[config.mk]
export PLATFORM = sky130hd
export DESIGN_NAME = hazard_controller_flat
export DESIGN_NICKNAME = d
export VERILOG_FILES = /design/src/rtl/hazard_controller_if.sv /design/src/rtl/hazard_controller.sv /design/src/flat_wrapper.sv
export SDC_FILE = /design/constraint.sdc
export NUM_CORES = 1
export LEC_CHECK = 0
export ABC_AREA = 1
export CAP_MARGIN = 20
export CORE_ASPECT_RATIO = 0.6
export CORE_MARGIN = 8
export CORE_UTILIZATION = 40
export DETAILED_ROUTE_END_ITERATION = 16
export HOLD_SLACK_MARGIN = 0.03
export PLACE_DENSITY = 0.68
export SYNTH_ARGS = -nofsm -noshare
export SYNTH_HDL_FRONTEND = slang
export SYNTH_SLANG_ARGS = --single-unit
export TNS_END_PERCENT = 50
[constraint.sdc]
create_clock -name clk -period 2.4 [get_ports clk]
set_input_delay 0.48 -clock clk [delete_from_list [all_inputs] [get_ports clk]]
set_output_delay 0.48 -clock clk [all_outputs]
set_load 0.01 [all_outputs]
[src/rtl/hazard_controller_if.sv]
// Pipeline hazard bundle between the RV32I datapath (master) and the
// hazard controller (slave).
interface hazard_controller_if;
  logic [4:0]  if_id_rs1;
  logic [4:0]  if_id_rs2;
  logic        if_id_uses_rs1;
  logic        if_id_uses_rs2;
  logic [4:0]  id_ex_rd;
  logic        id_ex_memread;
  logic        ex_branch_taken;
  logic        ex_mem_memreq;
  logic        dmem_ready;
  logic        perf_clr;
  logic        pc_write;
  logic        if_id_write;
  logic        id_ex_write;
  logic        ex_mem_write;
  logic        if_id_flush;
  logic        id_ex_flush;
  logic        mem_wb_bubble;
  logic        fault;
  logic [31:0] stall_cycles;
  logic [15:0] flush_count;

  modport master (
    output if_id_rs1, if_id_rs2, if_id_uses_rs1, if_id_uses_rs2,
           id_ex_rd, id_ex_memread, ex_branch_taken, ex_mem_memreq,
           dmem_ready, perf_clr,
    input  pc_write, if_id_write, id_ex_write, ex_mem_write,
           if_id_flush, id_ex_flush, mem_wb_bubble, fault,
           stall_cycles, flush_count
  );

  modport slave (
    input  if_id_rs1, if_id_rs2, if_id_uses_rs1, if_id_uses_rs2,
           id_ex_rd, id_ex_memread, ex_branch_taken, ex_mem_memreq,
           dmem_ready, perf_clr,
    output pc_write, if_id_write, id_ex_write, ex_mem_write,
           if_id_flush, id_ex_flush, mem_wb_bubble, fault,
           stall_cycles, flush_count
  );
endinterface

[src/rtl/hazard_controller.sv]
// Stage enable / flush / bubble sequencing for the 5-stage RV32I pipeline,
// with data-memory wait timeout and saturating stall/flush counters.
module hazard_controller #(
  parameter int MEM_TIMEOUT = 255,
  parameter int WAIT_W      = 8
) (
  input  logic clk,
  input  logic rst,
  hazard_controller_if.slave hz
);

  typedef enum logic [1:0] {RUN, MEM_WAIT, FAULT} state_t;

  localparam logic [WAIT_W-1:0] TIMEOUT_CNT = WAIT_W'(MEM_TIMEOUT);

  state_t            state_reg;
  logic [WAIT_W-1:0] wait_cnt_reg;
  logic [31:0]       stall_cycles_reg;
  logic [15:0]       flush_count_reg;

  logic [4:0] src_reg_num [2];
  logic [1:0] src_used;
  logic [1:0] src_hit;
  logic       freeze;
  logic       loaduse_hit;

  logic dec_freeze;
  logic dec_branch;
  logic dec_loaduse;
  logic pc_write_next;
  logic if_id_write_next;
  logic id_ex_write_next;
  logic ex_mem_write_next;
  logic if_id_flush_next;
  logic id_ex_flush_next;
  logic mem_wb_bubble_next;

  assign src_reg_num[0] = hz.if_id_rs1;
  assign src_reg_num[1] = hz.if_id_rs2;
  assign src_used       = {hz.if_id_uses_rs2, hz.if_id_uses_rs1};

  genvar gi;
  generate
    for (gi = 0; gi < 2; gi++) begin : g_src
      assign src_hit[gi] = src_used[gi] && (src_reg_num[gi] == hz.id_ex_rd);
    end
  endgenerate

  assign freeze      = hz.ex_mem_memreq && !hz.dmem_ready;
  assign loaduse_hit = hz.id_ex_memread && (hz.id_ex_rd != 5'd0) && (|src_hit);

  always_comb begin
    dec_freeze         = 1'b0;
    dec_branch         = 1'b0;
    dec_loaduse        = 1'b0;
    pc_write_next      = 1'b1;
    if_id_write_next   = 1'b1;
    id_ex_write_next   = 1'b1;
    ex_mem_write_next  = 1'b1;
    if_id_flush_next   = 1'b0;
    id_ex_flush_next   = 1'b0;
    mem_wb_bubble_next = 1'b0;
    if (rst || state_reg == FAULT) begin
      pc_write_next      = 1'b0;
      if_id_write_next   = 1'b0;
      id_ex_write_next   = 1'b0;
      ex_mem_write_next  = 1'b0;
      if_id_flush_next   = 1'b1;
      id_ex_flush_next   = 1'b1;
      mem_wb_bubble_next = 1'b1;
    end else if (freeze) begin
      // Whole pipe holds; MEM/WB gets a NOP so WB does not repeat the access.
      dec_freeze         = 1'b1;
      pc_write_next      = 1'b0;
      if_id_write_next   = 1'b0;
      id_ex_write_next   = 1'b0;
      ex_mem_write_next  = 1'b0;
      mem_wb_bubble_next = 1'b1;
    end else if (hz.ex_branch_taken) begin
      dec_branch         = 1'b1;
      if_id_flush_next   = 1'b1;
      id_ex_flush_next   = 1'b1;
    end else if (loaduse_hit) begin
      dec_loaduse        = 1'b1;
      pc_write_next      = 1'b0;
      if_id_write_next   = 1'b0;
      id_ex_flush_next   = 1'b1;
    end
  end

  always_ff @(posedge clk) begin
    if (rst) begin
      state_reg        <= RUN;
      wait_cnt_reg     <= '0;
      stall_cycles_reg <= '0;
      flush_count_reg  <= '0;
    end else begin
      case (state_reg)
        RUN: begin
          if (freeze) begin
            state_reg    <= MEM_WAIT;
            wait_cnt_reg <= WAIT_W'(1);
          end
        end
        MEM_WAIT: begin
          // A dropped memreq releases exactly like dmem_ready does.
          if (!freeze) begin
            state_reg    <= RUN;
            wait_cnt_reg <= '0;
          end else if (wait_cnt_reg == TIMEOUT_CNT) begin
            state_reg    <= FAULT;
          end else begin
            wait_cnt_reg <= wait_cnt_reg + WAIT_W'(1);
          end
        end
        FAULT:   state_reg <= FAULT;
        default: state_reg <= RUN;
      endcase

      if (hz.perf_clr) begin
        stall_cycles_reg <= '0;
        flush_count_reg  <= '0;
      end else begin
        if ((dec_freeze || dec_loaduse) && (stall_cycles_reg != '1))
          stall_cycles_reg <= stall_cycles_reg + 32'd1;
        if (dec_branch && (flush_count_reg != '1))
          flush_count_reg <= flush_count_reg + 16'd1;
      end
    end
  end

  assign hz.pc_write      = pc_write_next;
  assign hz.if_id_write   = if_id_write_next;
  assign hz.id_ex_write   = id_ex_write_next;
  assign hz.ex_mem_write  = ex_mem_write_next;
  assign hz.if_id_flush   = if_id_flush_next;
  assign hz.id_ex_flush   = id_ex_flush_next;
  assign hz.mem_wb_bubble = mem_wb_bubble_next;
  assign hz.fault         = (state_reg == FAULT);
  assign hz.stall_cycles  = stall_cycles_reg;
  assign hz.flush_count   = flush_count_reg;

endmodule
[src/flat_wrapper.sv]
// flat-port wrapper written by rule: the top's interface ports become plain ports
module hazard_controller_flat 
#(
  parameter int MEM_TIMEOUT = 255,
  parameter int WAIT_W      = 8
)
  (clk, rst, hz_if_id_rs1, hz_if_id_rs2, hz_if_id_uses_rs1, hz_if_id_uses_rs2, hz_id_ex_rd, hz_id_ex_memread, hz_ex_branch_taken, hz_ex_mem_memreq, hz_dmem_ready, hz_perf_clr, hz_pc_write, hz_if_id_write, hz_id_ex_write, hz_ex_mem_write, hz_if_id_flush, hz_id_ex_flush, hz_mem_wb_bubble, hz_fault, hz_stall_cycles, hz_flush_count);
  hazard_controller_if hz_i ();
  input  logic clk;
  input  logic rst;
  input wire logic [$bits(hz_i.if_id_rs1)-1:0] hz_if_id_rs1;
  input wire logic [$bits(hz_i.if_id_rs2)-1:0] hz_if_id_rs2;
  input wire logic [$bits(hz_i.if_id_uses_rs1)-1:0] hz_if_id_uses_rs1;
  input wire logic [$bits(hz_i.if_id_uses_rs2)-1:0] hz_if_id_uses_rs2;
  input wire logic [$bits(hz_i.id_ex_rd)-1:0] hz_id_ex_rd;
  input wire logic [$bits(hz_i.id_ex_memread)-1:0] hz_id_ex_memread;
  input wire logic [$bits(hz_i.ex_branch_taken)-1:0] hz_ex_branch_taken;
  input wire logic [$bits(hz_i.ex_mem_memreq)-1:0] hz_ex_mem_memreq;
  input wire logic [$bits(hz_i.dmem_ready)-1:0] hz_dmem_ready;
  input wire logic [$bits(hz_i.perf_clr)-1:0] hz_perf_clr;
  output wire logic [$bits(hz_i.pc_write)-1:0] hz_pc_write;
  output wire logic [$bits(hz_i.if_id_write)-1:0] hz_if_id_write;
  output wire logic [$bits(hz_i.id_ex_write)-1:0] hz_id_ex_write;
  output wire logic [$bits(hz_i.ex_mem_write)-1:0] hz_ex_mem_write;
  output wire logic [$bits(hz_i.if_id_flush)-1:0] hz_if_id_flush;
  output wire logic [$bits(hz_i.id_ex_flush)-1:0] hz_id_ex_flush;
  output wire logic [$bits(hz_i.mem_wb_bubble)-1:0] hz_mem_wb_bubble;
  output wire logic [$bits(hz_i.fault)-1:0] hz_fault;
  output wire logic [$bits(hz_i.stall_cycles)-1:0] hz_stall_cycles;
  output wire logic [$bits(hz_i.flush_count)-1:0] hz_flush_count;
  assign hz_i.if_id_rs1 = hz_if_id_rs1;
  assign hz_i.if_id_rs2 = hz_if_id_rs2;
  assign hz_i.if_id_uses_rs1 = hz_if_id_uses_rs1;
  assign hz_i.if_id_uses_rs2 = hz_if_id_uses_rs2;
  assign hz_i.id_ex_rd = hz_id_ex_rd;
  assign hz_i.id_ex_memread = hz_id_ex_memread;
  assign hz_i.ex_branch_taken = hz_ex_branch_taken;
  assign hz_i.ex_mem_memreq = hz_ex_mem_memreq;
  assign hz_i.dmem_ready = hz_dmem_ready;
  assign hz_i.perf_clr = hz_perf_clr;
  assign hz_pc_write = hz_i.pc_write;
  assign hz_if_id_write = hz_i.if_id_write;
  assign hz_id_ex_write = hz_i.id_ex_write;
  assign hz_ex_mem_write = hz_i.ex_mem_write;
  assign hz_if_id_flush = hz_i.if_id_flush;
  assign hz_id_ex_flush = hz_i.id_ex_flush;
  assign hz_mem_wb_bubble = hz_i.mem_wb_bubble;
  assign hz_fault = hz_i.fault;
  assign hz_stall_cycles = hz_i.stall_cycles;
  assign hz_flush_count = hz_i.flush_count;
  hazard_controller #(.MEM_TIMEOUT(MEM_TIMEOUT), .WAIT_W(WAIT_W)) u_core (.clk(clk), .rst(rst), .hz(hz_i));
endmodule
Word-level counts from Yosys, hierarchy flattened
Cells that the tools add are included.
{ "totals": {"ff_bits": 58, "inputBits": 24, "out_inout_bits": 56, "wordCells": 62} }
{ "op_classes": {"add_sub_neg": 3, "eq_ne": 10, "n_mux": 28, "n_reduce_logical": 17} }
{ "op_table": {"columns": ["cell", "count"], "rows": [
  ["adder 32 x 1 -> 32 bit, second input constant", 1],
  ["!= test 32 bit, second input constant", 1],
  ["two-way mux 8 bit", 3],
  ["two-way mux 1 bit", 20],
  ["adder 16 x 1 -> 16 bit, second input constant", 1],
  ["!= test 16 bit, second input constant", 1],
  ["case mux 8 bit (2 select lines)", 1],
  ["== test 5 bit", 2],
  ["adder 8 x 1 -> 8 bit, second input constant", 1],
  ["== test 8 bit, second input constant", 1],
  ["logical AND 1 bit", 7],
  ["two-way mux 2 bit", 3],
  ["!= test 3 bit, second input constant", 2],
  ["case mux 2 bit (3 select lines)", 1],
  ["nonzero test 5 bit", 1],
  ["OR reduction 2 bit", 2],
  ["AND reduction 3 bit", 1],
  ["== test 2 x 1 -> 1 bit, second input constant", 1],
  ["== test 2 bit, second input constant", 1],
  ["zero test 2 bit", 1],
  ["logical OR 1 bit", 2],
  ["!= test 2 x 1 -> 1 bit, second input constant", 1],
  ["AND reduction 2 bit", 1],
  ["nonzero test 2 bit", 1],
  ["zero test 1 bit", 1]
]} }

Depth between registers and ports, before layout
{ "logic_depth": {"depth_word": 10, "depth_mapped": 13, "depth_no_buf": 13} }

Least setup slack after synthesis
OpenSTA, ideal clock, no wires.
{ "synth_path": {"path_type": "input to output", "startpoint": "input port hz_id_ex_rd[2]", "endpoint": "output port hz_pc_write", "arrival_ns": 1.666, "t_required_ns": 1.920, "setup_slack_ns": 0.254, "stages": 9, "path_buffers": 2, "cell_sequence": "inv_1 > nand4_1 > o21ai_0 > inv_1 > nand2_1 > nand2_1 > clkbuf_1 > a21oi_1 > buf_4"} }
{ "synth_between": {"elab_chain_len": 8, "word_cells_on_any_way": 12, "classes_between": "eq/ne: 2; mux: 4; reduce/logical: 6"} }
{ "synth_rtl": {"columns": ["element", "line_no", "rtl"], "rows": [
  ["start, declared", "flat_wrapper.sv:15", "input wire logic [$bits(hz_i.id_ex_rd)-1:0] hz_id_ex_rd;"],
  ["== test 5 bit", "hazard_controller.sv:45", "assign src_hit[gi] = src_used[gi] && (src_reg_num[gi] == hz.id_ex_rd);"],
  ["logical AND 1 bit", "hazard_controller.sv:45", null],
  ["OR reduction 2 bit", "hazard_controller.sv:50", "assign loaduse_hit = hz.id_ex_memread && (hz.id_ex_rd != 5'd0) && (|src_hit);"],
  ["logical AND 1 bit (*)", "hazard_controller.sv:50", null],
  ["two-way mux 1 bit (*) (4 in series)", null, null],
  ["end, declared", "flat_wrapper.sv:21", "output wire logic [$bits(hz_i.pc_write)-1:0] hz_pc_write;"]
]} }
Every way passes the cells marked *; elsewhere a longest branch is shown, timed or not.

Worst setup path after layout
{ "layout_path": {"startpoint": "input port hz_dmem_ready", "endpoint": "output port hz_id_ex_write"} }
{ "layout_between": {"elab_chain_len": 4} }
{ "layout_rtl": {"columns": ["element", "line_no", "rtl"], "rows": [
  ["start, declared", "flat_wrapper.sv:19", "input wire logic [$bits(hz_i.dmem_ready)-1:0] hz_dmem_ready;"],
  ["zero test 1 bit", "hazard_controller.sv:49", "assign freeze = hz.ex_mem_memreq && !hz.dmem_ready;"],
  ["logical AND 1 bit", "hazard_controller.sv:49", null],
  ["two-way mux 1 bit", "hazard_controller.sv:71", "end else if (freeze) begin"],
  ["two-way mux 1 bit", "hazard_controller.sv:63", "if (rst || state_reg == FAULT) begin"],
  ["end, declared", "flat_wrapper.sv:23", "output wire logic [$bits(hz_i.id_ex_write)-1:0] hz_id_ex_write;"]
]} }
Every way passes these cells.

==> results.sh <==
export IMPL_initial_utilization_pct=40.57
export IMPL_die_width_um=139.7
export IMPL_dp_final_hpwl_um=8902
export IMPL_yosysSeqAreaShare_pct=31.61
export IMPL_synth_cell_types=27
export IMPL_ys_warn_count=0
export IMPL_drt_pass1_iterations=5
export IMPL_largest_reg_flops=32
export IMPL_syn_avg_cell_area_um2=6.032
export IMPL_rsz0062_at_grt="false"
export IMPL_hold_class="register to register"
export IMPL_worstPathArrival_ns=1.83
export IMPL_vias=4216
export IMPL_setup_viol=0
export IMPL_setup_tns_final_ns=0
export IMPL_tightest_slew_ns=0.4971
export IMPL_critPathMaxStageDelay_ns=0.56
export IMPL_drtAntennaViolNets=0
export IMPL_vdd_drop_max_v=0.0003416
export IMPL_setup_ws_ns=0.08695
export IMPL_h_tree_depth=3
export IMPL_period_share_pct=96.38
export IMPL_p_seq_share_pct=40.2
export IMPL_post_route_drc_count=0
export IMPL_drtIter0Drc=311
export IMPL_viasPerCell=5.104
export IMPL_clockBufferDepth=2
export IMPL_instances_no_fill=826
export IMPL_powerDensity_nw_per_um2=482.2
export IMPL_n_fill_cell=901
export IMPL_ff2ff_path_depth=9
export IMPL_clk_pin_slew_worst_paths_ns=0.05
export IMPL_path_depth=5
export IMPL_grt_pass1_vias=3807
export IMPL_dieHeight_um=90.23
export IMPL_start_kind="input port"
export IMPL_syn_nets=636
export IMPL_overflow=0
export IMPL_critPathSlowestCell="clkdlybuf4s50_1"
export IMPL_maxSlewViolCount=0
export IMPL_intPower_uw=1878
export IMPL_path_class="input port to output pin"
export IMPL_antenna_cells=0
export IMPL_dpl_cell_count=810
export IMPL_slew_headroom_pct=66.74
export IMPL_pwr_share_clk_pct=51.3
export IMPL_grt_antenna_before_repair=0
export IMPL_drt_total_wl_um=11690
export IMPL_place_ws_ns=-0.3672
export IMPL_path_cells="clkdlybuf4s50_1, nor2_1, buf_4, nor2_2, clkdlybuf4s50_1"
export IMPL_whs_path_depth=2
export IMPL_swShare_pct=22.39
export IMPL_period_needed_ns=2.313
export IMPL_grt_start_max_net_pins=34
export IMPL_core_um2=9054
export IMPL_grt_total_usage_pct=18.52
export IMPL_synth_area_um2=3674
export IMPL_row_count=27
export IMPL_io_pins=80
export IMPL_grt_pass1_wl_um=19510
export IMPL_pwr_share_comb_pct=8.5
export IMPL_hold_buffers=0
export IMPL_path_delay_family="buffers and inverters"
export IMPL_cts_sinks=58
export IMPL_fin_nets=733
export IMPL_required_ns=1.92
export IMPL_area_growth_pct=36.58
export IMPL_fmax_ghz=0.4323
export IMPL_wire_per_inst_um=14.15
export IMPL_cap_violations=0
export IMPL_finalHoldViolations=0
export IMPL_end_kind="output pin"
export IMPL_globalplace_congestion=0.9447
export IMPL_critPathMaxFanout=5
export IMPL_die_area_um2=12610
export IMPL_p_switching_uw=541.8
export IMPL_synth_seq_cells=58
export IMPL_utilization_pct=55.42
export IMPL_cts_root_buf="clkbuf_16"
export IMPL_p_leak_uw=0.001945
export IMPL_cts_buffers=9
export IMPL_clk_latency_ns=0.32
export IMPL_crit_buf_inv=3
export IMPL_worst_path_most_repeated_cell="clkdlybuf4s50_1"
export IMPL_finalClockSkew_ns=0.01038
export IMPL_syn_inst=609
export IMPL_io_buffer_count=79
export IMPL_layout_drive_gt1_share_pct=8.169
export IMPL_cts_tree="yes"
export IMPL_status="complete, no violations"
[per-layer routing]
metal	vias to the layer above	GRT usage [%]	part of all wire (%)	wire length [um]
met3	7	5.752	7.6	888
met1	1920	27.08	52	6085
met2	128	26.01	40	4663
met4	0	2.965	0.44	51
li1	2161	-	-	-
met5	-	0	0	0
[stage by stage]
stage          cell area (um2)  hold slack, ns  total power, uW
2_1_floorplan             3674          0.4253             1091
3_3_place_gp              4712          0.4364             1194
3_5_place_dp              4712          0.4512             1197
4_1_cts                   5004          0.4597             2444
5_1_grt                   5017          0.4799             2512
6_report                  5017          0.4529             2420
[worst register-to-register path: cells and delay by family (launching register included)]
family          cells  cell delay [ns]
fa+ha+maj           1             0.21
simple gates        6             0.97
buf+inv             1             0.27
flops               1             0.42
compound gates      1             0.07
[power groups by stage]
stage	combinational, uW	sequential (uW)	clock (uW)
final	206	972	1240
after global routing	228	971	1310
after CTS	205	971	1270
after detailed placement	206	991	0
after global placement	203	991	0
after floorplan	99.7	991	0
[cell families after synthesis]
kind of cell	count (synthesis)	synth area share, %
fa+ha+maj	3	1.022
xor+xnor	18	4.292
simple gates	381	44.35
buf+inv	78	8.583
compound gates	71	10.15
flops	58	31.61
[synthesized netlist by cell type]
cell type    n  area share [%]
ha_1         3             1.0
a21oi_2      1            0.24
a2111oi_0    1            0.24
o21a_1       1            0.20
inv_1       59             6.0
nor2_1      94             9.6
clkbuf_1    10             1.0
nand4_1     36             6.1
nand3_1     13             1.8
a21oi_1     48             6.5
o21ai_0     17             2.3
nand2_1    210              21
a211oi_1     1            0.20
nor2_2       3            0.51
nand3b_1    15             3.1
clkinv_1     1            0.10
nor3_2       1            0.27
nand3_2      2            0.54
xor2_1      13             3.1
buf_2        3            0.41
nand2_2      1            0.17
buf_4        5             1.0
o2111ai_1    1            0.24
nor3_1       6            0.82
xnor2_1      5             1.2
a31oi_1      1            0.17
dfxtp_1     58              32
[layout make-up]
type	count	area (um2)	share of cell area (%)
Timing Repair Buffer	104	983.4	19.60
Sequential cell	58	1161	23.14
Clock inverter	3	40.04	0.7980
Clock buffer	12	246.5	4.913
Multi-Input combinational cell	473	2216	44.16
Tap cell	116	145.1	2.893
Inverter	60	225.2	4.489
[timing repair]
action / 4_1_cts / 5_1_grt
buffers inserted: 1 / 0
cloned: 0 / 0
pin swaps: 1 / 2
gates resized for setup: 13 / 17
setup endpoints to repair: 5 / 37
[cells in the final DEF (no fill, tap or decap), types with 2 or more instances in the layout]
master           synthesis  final
nor2_2                   3      6
inv_2                    0      2
nand2_2                  1      4
a21oi_2                  1      2
buf_4                    5     24
inv_1                   59     57
clkbuf_1                10      2
nor3_1                   6      6
buf_2                    3      2
nand3b_1                15     15
dfxtp_1                 58     58
xor2_1                  13     13
nand4_1                 36     36
clkbuf_16                0      9
clkdlybuf4s50_1          0     67
nand3_2                  2      2
xnor2_1                  5      5
dlygate4sd2_1            0      4
ha_1                     3      3
clkinv_2                 0      2
nor2_1                  94     91
nand3_1                 13     13
a21oi_1                 48     47
o21ai_0                 17     16
nand2_1                210    207
dlymetal6s2s_1           0      5
[final timing paths]
| kind | from | endpoint | slack (ns) |
|---|---|---|---|
| setup / recovery | hz_dmem_ready | hz_id_ex_write | 0.09 |
| hold reg to reg | u_core.wait_cnt_reg[4] | u_core.wait_cnt_reg[4] | 0.45 |
| hold / removal | u_core.wait_cnt_reg[4] | u_core.wait_cnt_reg[4] | 0.45 |
| setup reg to reg | u_core.hz.stall_cycles[0] | u_core.hz.stall_cycles[6] | 0.35 |
Power figures use the tool's default switching activity.
==> edit 1 (same flow settings) <==
The 3 states of `state_t` get a one-hot encoding in 3 bits.
--- a/src/rtl/hazard_controller.sv
+++ b/src/rtl/hazard_controller.sv
@@ -9,7 +9,7 @@
   hazard_controller_if.slave hz
 );
 
-  typedef enum logic [1:0] {RUN, MEM_WAIT, FAULT} state_t;
+  typedef enum logic [2:0] {RUN = 3'b001, MEM_WAIT = 3'b010, FAULT = 3'b100} state_t;
 
   localparam logic [WAIT_W-1:0] TIMEOUT_CNT = WAIT_W'(MEM_TIMEOUT);
 
Function: same outputs for any inputs over 10 cycles, from zero or initial values and one cycle with rst high; not proved beyond that.
==> edit 1 against the unedited design <==
Total power grew 6.2%. Routed wire length is 1.1% higher. Critical endpoint is now hz_mem_wb_bubble. Setup slack gained 0.0085 ns. Sequential cell count is 1 higher. Worst hold slack better by 0.0084 ns. Clock skew decreased by 0.0059 ns. Combinational power grew 37%. Area after synthesis increased by 3.0%. Design area up 0.65%.
==> edit 1: results (changes against the unedited design) <==
.. list-table::
   :header-rows: 1

   * - Metric
     - Value
   * - Result of the run
     - finished, final reports clean
   * - Sum of met2 wire segment lengths after detailed routing
     - 4606 um (-1.2%)
   * - Fraction of the mapped netlist area in compound gates
     - 9.190% (-0.96 points)
   * - Distinct cell type count of the synthesized netlist
     - 33 (+22%)
   * - Syn avg cell area
     - 6.184 um^2 (+2.5%)
   * - FF+latch area
     - 1181 um^2 (+1.7%)
   * - Sequential-to-total area share from yosys stat
     - 31.21% (-0.40 points)
   * - CP max FO
     - 3 (-2)
   * - Area post-placement
     - 4758 um^2 (+0.98%)
   * - Number of cells after detailed placement
     - 819 (+1.1%)
   * - Post-detailed-placement half-perimeter wirelength
     - 9133 um (+2.6%)
   * - Signal buf overhead
     - 17.89% (-1.7 points)
   * - Worst-case setup slack after placement
     - -0.3374 ns (+0.02988 ns)
   * - Final weighted congestion in routability-driven placement
     - 0.9737 (+3.1%)
   * - Proportion of cell area spent on the clock network
     - 5.847% (+0.14 points)
   * - Largest vdd supply drop
     - 0.3957 mV (+16%)
   * - Met3 routing resource usage after global routing
     - 6.374% (+0.62 points)
   * - Dominant cells by area after synthesis
     - sky130_fd_sc_hd__dfxtp_1 31%, sky130_fd_sc_hd__nand2_1 21%, sky130_fd_sc_hd__nor2_1 8.0%
   * - Met3 wirelength from detailed routing
     - 1326 um (+49%)
   * - Synth Area in XOR/XNOR
     - 4.860% (+0.57 points)
   * - Maximum number of pins on one net before global-route repair
     - 33 (-2.9%)
   * - Int Pwr
     - 1.956 mW (+4.2%)
   * - Synthesized netlist net count
     - 639 (+0.47%)
   * - GR Util All Layers
     - 18.15% (-0.37 points)
   * - CLK BUF
     - 13 (+1)
   * - Clock sinks
     - 59 (+1.7%)
   * - List of most frequent post-synthesis cells
     - 207 x sky130_fd_sc_hd__nand2_1, 81 x sky130_fd_sc_hd__nor2_1, 59 x sky130_fd_sc_hd__dfxtp_1
   * - Net switching fraction of the power
     - 23.86% (+1.5 points)
   * - Sequential cell area share
     - 23.39% (+0.25 points)
   * - Adder and majority gate portion of the synthesized area
     - 0.9917% (-0.030 points)
   * - Layout multi-input combinational cell count
     - 474 (+0.21%)
   * - Total via count in the routed design
     - 4307 (+2.2%)
   * - Number of nets at the end of the flow
     - 727 (-0.82%)
   * - Power drawn by the clock network
     - 1.28 mW (+3%)
   * - Vias in the first global route
     - 3835 (+0.74%)
   * - Clock skew
     - 0.004444 ns (-0.005936 ns)
   * - Wire length of the first global-routing pass
     - 19300 um (-1.1%)
   * - Fill cell count
     - 900 (-0.11%)
   * - Lkg Pwr
     - 1.869 nW (-3.9%)
   * - Cell area after technology mapping
     - 3785 um^2 (+3.0%)
edit 1: cell count changes after synthesis, sizes merged, moves of 2 or more:
cell / unedited run / this run
nor2: 97 / 86
nor3: 7 / 17
buf: 8 / 13
o21ai: 17 / 12
nand2: 211 / 207
clkbuf: 10 / 7
nand3: 15 / 18
nor3b: 0 / 3
a211oi: 1 / 3
nand3b: 15 / 13
nand4: 36 / 38
xor2: 13 / 15
edit 1: worst paths after layout:
check,from,to,slack [ns]
worst max register to register,u_core.hz.stall_cycles[0],u_core.hz.stall_cycles[1],0.40
worst min-delay path,u_core.wait_cnt_reg[6],u_core.wait_cnt_reg[6],0.46
worst max-delay path,hz_ex_mem_memreq,hz_mem_wb_bubble,0.1
worst min register to register,u_core.wait_cnt_reg[6],u_core.wait_cnt_reg[6],0.46
edit 1: repair_timing:
action,CTS,global route
setup buffers,0,0
pin swaps,2,3
setup endpoints to repair,7,3
resized for setup,19,7
hold buffers,0,0
==> edit 2 (same settings) <==
Without the edit above. `WAIT_W` is set to 8 in 2 places; all go to 9.
--- a/src/rtl/hazard_controller.sv
+++ b/src/rtl/hazard_controller.sv
@@ -2,7 +2,7 @@
 // with data-memory wait timeout and saturating stall/flush counters.
 module hazard_controller #(
   parameter int MEM_TIMEOUT = 255,
-  parameter int WAIT_W      = 8
+  parameter int WAIT_W      = 9
 ) (
   input  logic clk,
   input  logic rst,
--- a/src/flat_wrapper.sv
+++ b/src/flat_wrapper.sv
@@ -2,7 +2,7 @@
 module hazard_controller_flat 
 #(
   parameter int MEM_TIMEOUT = 255,
-  parameter int WAIT_W      = 8
+  parameter int WAIT_W      = 9
 )
   (clk, rst, hz_if_id_rs1, hz_if_id_rs2, hz_if_id_uses_rs1, hz_if_id_uses_rs2, hz_id_ex_rd, hz_id_ex_memread, hz_ex_branch_taken, hz_ex_mem_memreq, hz_dmem_ready, hz_perf_clr, hz_pc_write, hz_if_id_write, hz_id_ex_write, hz_ex_mem_write, hz_if_id_flush, hz_id_ex_flush, hz_mem_wb_bubble, hz_fault, hz_stall_cycles, hz_flush_count);
   hazard_controller_if hz_i ();
Behaviour: same outputs for any inputs over 10 cycles, from zero or initial values and one cycle with rst high; that may be too few to reach the edited logic, so the function may still have changed.
==> edit 2 against the unedited design <==
Sequential power up 2%. Routed wire length up 0.99%. Sequential cell count up 1. Total power up 7.9%. Design area up 1.8%. Setup slack worse by 0.012 ns. First-iteration DRC count up 16%. Area after synthesis up 1.7%. Largest power group unchanged. Highest routed layer unchanged.
==> edit 2: results (changes against the unedited design) <==
.. list-table::
   :header-rows: 1

   * - Metric
     - Value
   * - CP max FO
     - 4 (-1)
   * - Proportion of power drawn by combinational gates
     - 8.1% (-0.4 points)
   * - Fill cell count
     - 866 (-3.9%)
   * - Critical path origin
     - hz_id_ex_rd[2]
   * - Arrival time of the worst setup path
     - 1.85 ns (+0.02 ns)
   * - Proportion of cell area spent on the clock network
     - 6.418% (+0.71 points)
   * - Clock sinks
     - 59 (+1.7%)
   * - Placeable core region
     - 9121 um^2 (+0.75%)
   * - Hold endpoint
     - u_core.state_reg[0]
   * - Result of the run
     - finished, final reports clean
   * - Setup Fix Bufs, Post-CTS
     - 0 (-1)
   * - Layout multi-input combinational cell count
     - 471 (-0.42%)
   * - Power consumed by sequential cells
     - 990 uW (+2%)
   * - CLK BUF
     - 11 (-1)
   * - Largest vdd supply drop
     - 0.3039 mV (-11%)
   * - Wire length of the first global-routing pass
     - 19700 um (+0.95%)
   * - Capturing instance or port of the critical path
     - hz_id_ex_flush
   * - Post-detailed-placement half-perimeter wirelength
     - 9245 um (+3.9%)
   * - List of most frequent post-synthesis cells
     - 207 x sky130_fd_sc_hd__nand2_1, 86 x sky130_fd_sc_hd__nor2_1, 59 x sky130_fd_sc_hd__dfxtp_1
   * - Maximum number of pins on one net before global-route repair
     - 33 (-2.9%)
   * - Actual transition at the worst max-transition pin
     - 0.4020 ns (-0.09506 ns)
   * - Reg2Reg Launch Point
     - u_core.wait_cnt_reg[0]
   * - Vias per cell
     - 5.165 (+1.2%)
   * - Lkg Pwr
     - 1.893 nW (-2.7%)
   * - Dominant cells by area after synthesis
     - sky130_fd_sc_hd__dfxtp_1 32%, sky130_fd_sc_hd__nand2_1 21%, sky130_fd_sc_hd__nor2_1 8.6%
   * - Flop2flop setup slack
     - 0.32 ns (-0.03 ns)
   * - Distinct cell type count of the synthesized netlist
     - 32 (+19%)
   * - Critical Path Max Stage Delay
     - 0.48 ns (-0.08 ns)
   * - Worst r2r path cells
     - 12 (+3)
   * - FF+latch area
     - 1181 um^2 (+1.7%)
   * - Worst hold path stage count
     - 1 (-1)
   * - Area post-placement
     - 4778 um^2 (+1.4%)
   * - Iteration-0 DRC Markers
     - 361 (+16%)
   * - GR Util All Layers
     - 18.89% (+0.37 points)
   * - Signal buf overhead
     - 19.11% (-0.49 points)
   * - Switching component of the power
     - 576.3 uW (+6.4%)
   * - Sequential-to-total area share from yosys stat
     - 31.60% (about the same)
   * - Multi-input gate share of the layout cell area
     - 44.10% (-0.069 points)
   * - Gate count of the mapped netlist
     - 608 (-0.16%)
-- edit 2: changes by cell type after synthesis, moves of 4 or more --
cell / change
sky130_fd_sc_hd__a211oi_1: +4
sky130_fd_sc_hd__inv_1: -8
sky130_fd_sc_hd__inv_2: +8
sky130_fd_sc_hd__nor2_1: -8
sky130_fd_sc_hd__nor3_1: +7
sky130_fd_sc_hd__o21ai_0: -10
sky130_fd_sc_hd__o21ai_1: +6
-- edit 2: kinds of logic after synthesis --
group,after synthesis,share of synthesized area (%)
buf+inv,78,8.637
xor+xnor,18,4.218
flops,59,31.60
compound gates,72,10.48
fa+ha+maj,4,1.339
simple gates,377,43.72
-- edit 2: per-stage QoR --
| stage | util, % | power, mW | hold WS (ns) | setup slack [ns] |
|---|---|---|---|---|
| final | 55.99 | 2.612 | 0.4569 | 0.07460 |
| after detailed placement | 52.39 | 1.227 | 0.4518 | -0.3696 |
| after CTS | 55.90 | 2.638 | 0.4609 | 0.008495 |
| after global placement | 52.39 | 1.226 | 0.4474 | -0.3033 |
| after global routing | 55.99 | 2.710 | 0.4937 | -0.05567 |
| after floorplan | - | 1.116 | 0.4316 | 0.3565 |
-- edit 2: layer usage --
| layer | track usage, % | up-vias | part of all wire [%] | wire [um] |
|---|---|---|---|---|
| met5 | 0 | - | 0 | 0 |
| met4 | 5.427 | 0 | 1.2 | 146 |
| met3 | 6.069 | 12 | 9.8 | 1162 |
| met2 | 26.41 | 151 | 40 | 4751 |
| met1 | 26.68 | 1928 | 49 | 5744 |
| li1 | - | 2175 | - | - |
-- edit 2: what timing repair did --
| action | in CTS | in global routing |
|---|---|---|
| endpoints found under the setup margin | 6 | 7 |
| pin swaps | 1 | 0 |
| resized for setup | 15 | 8 |
| hold buffers | 0 | 0 |
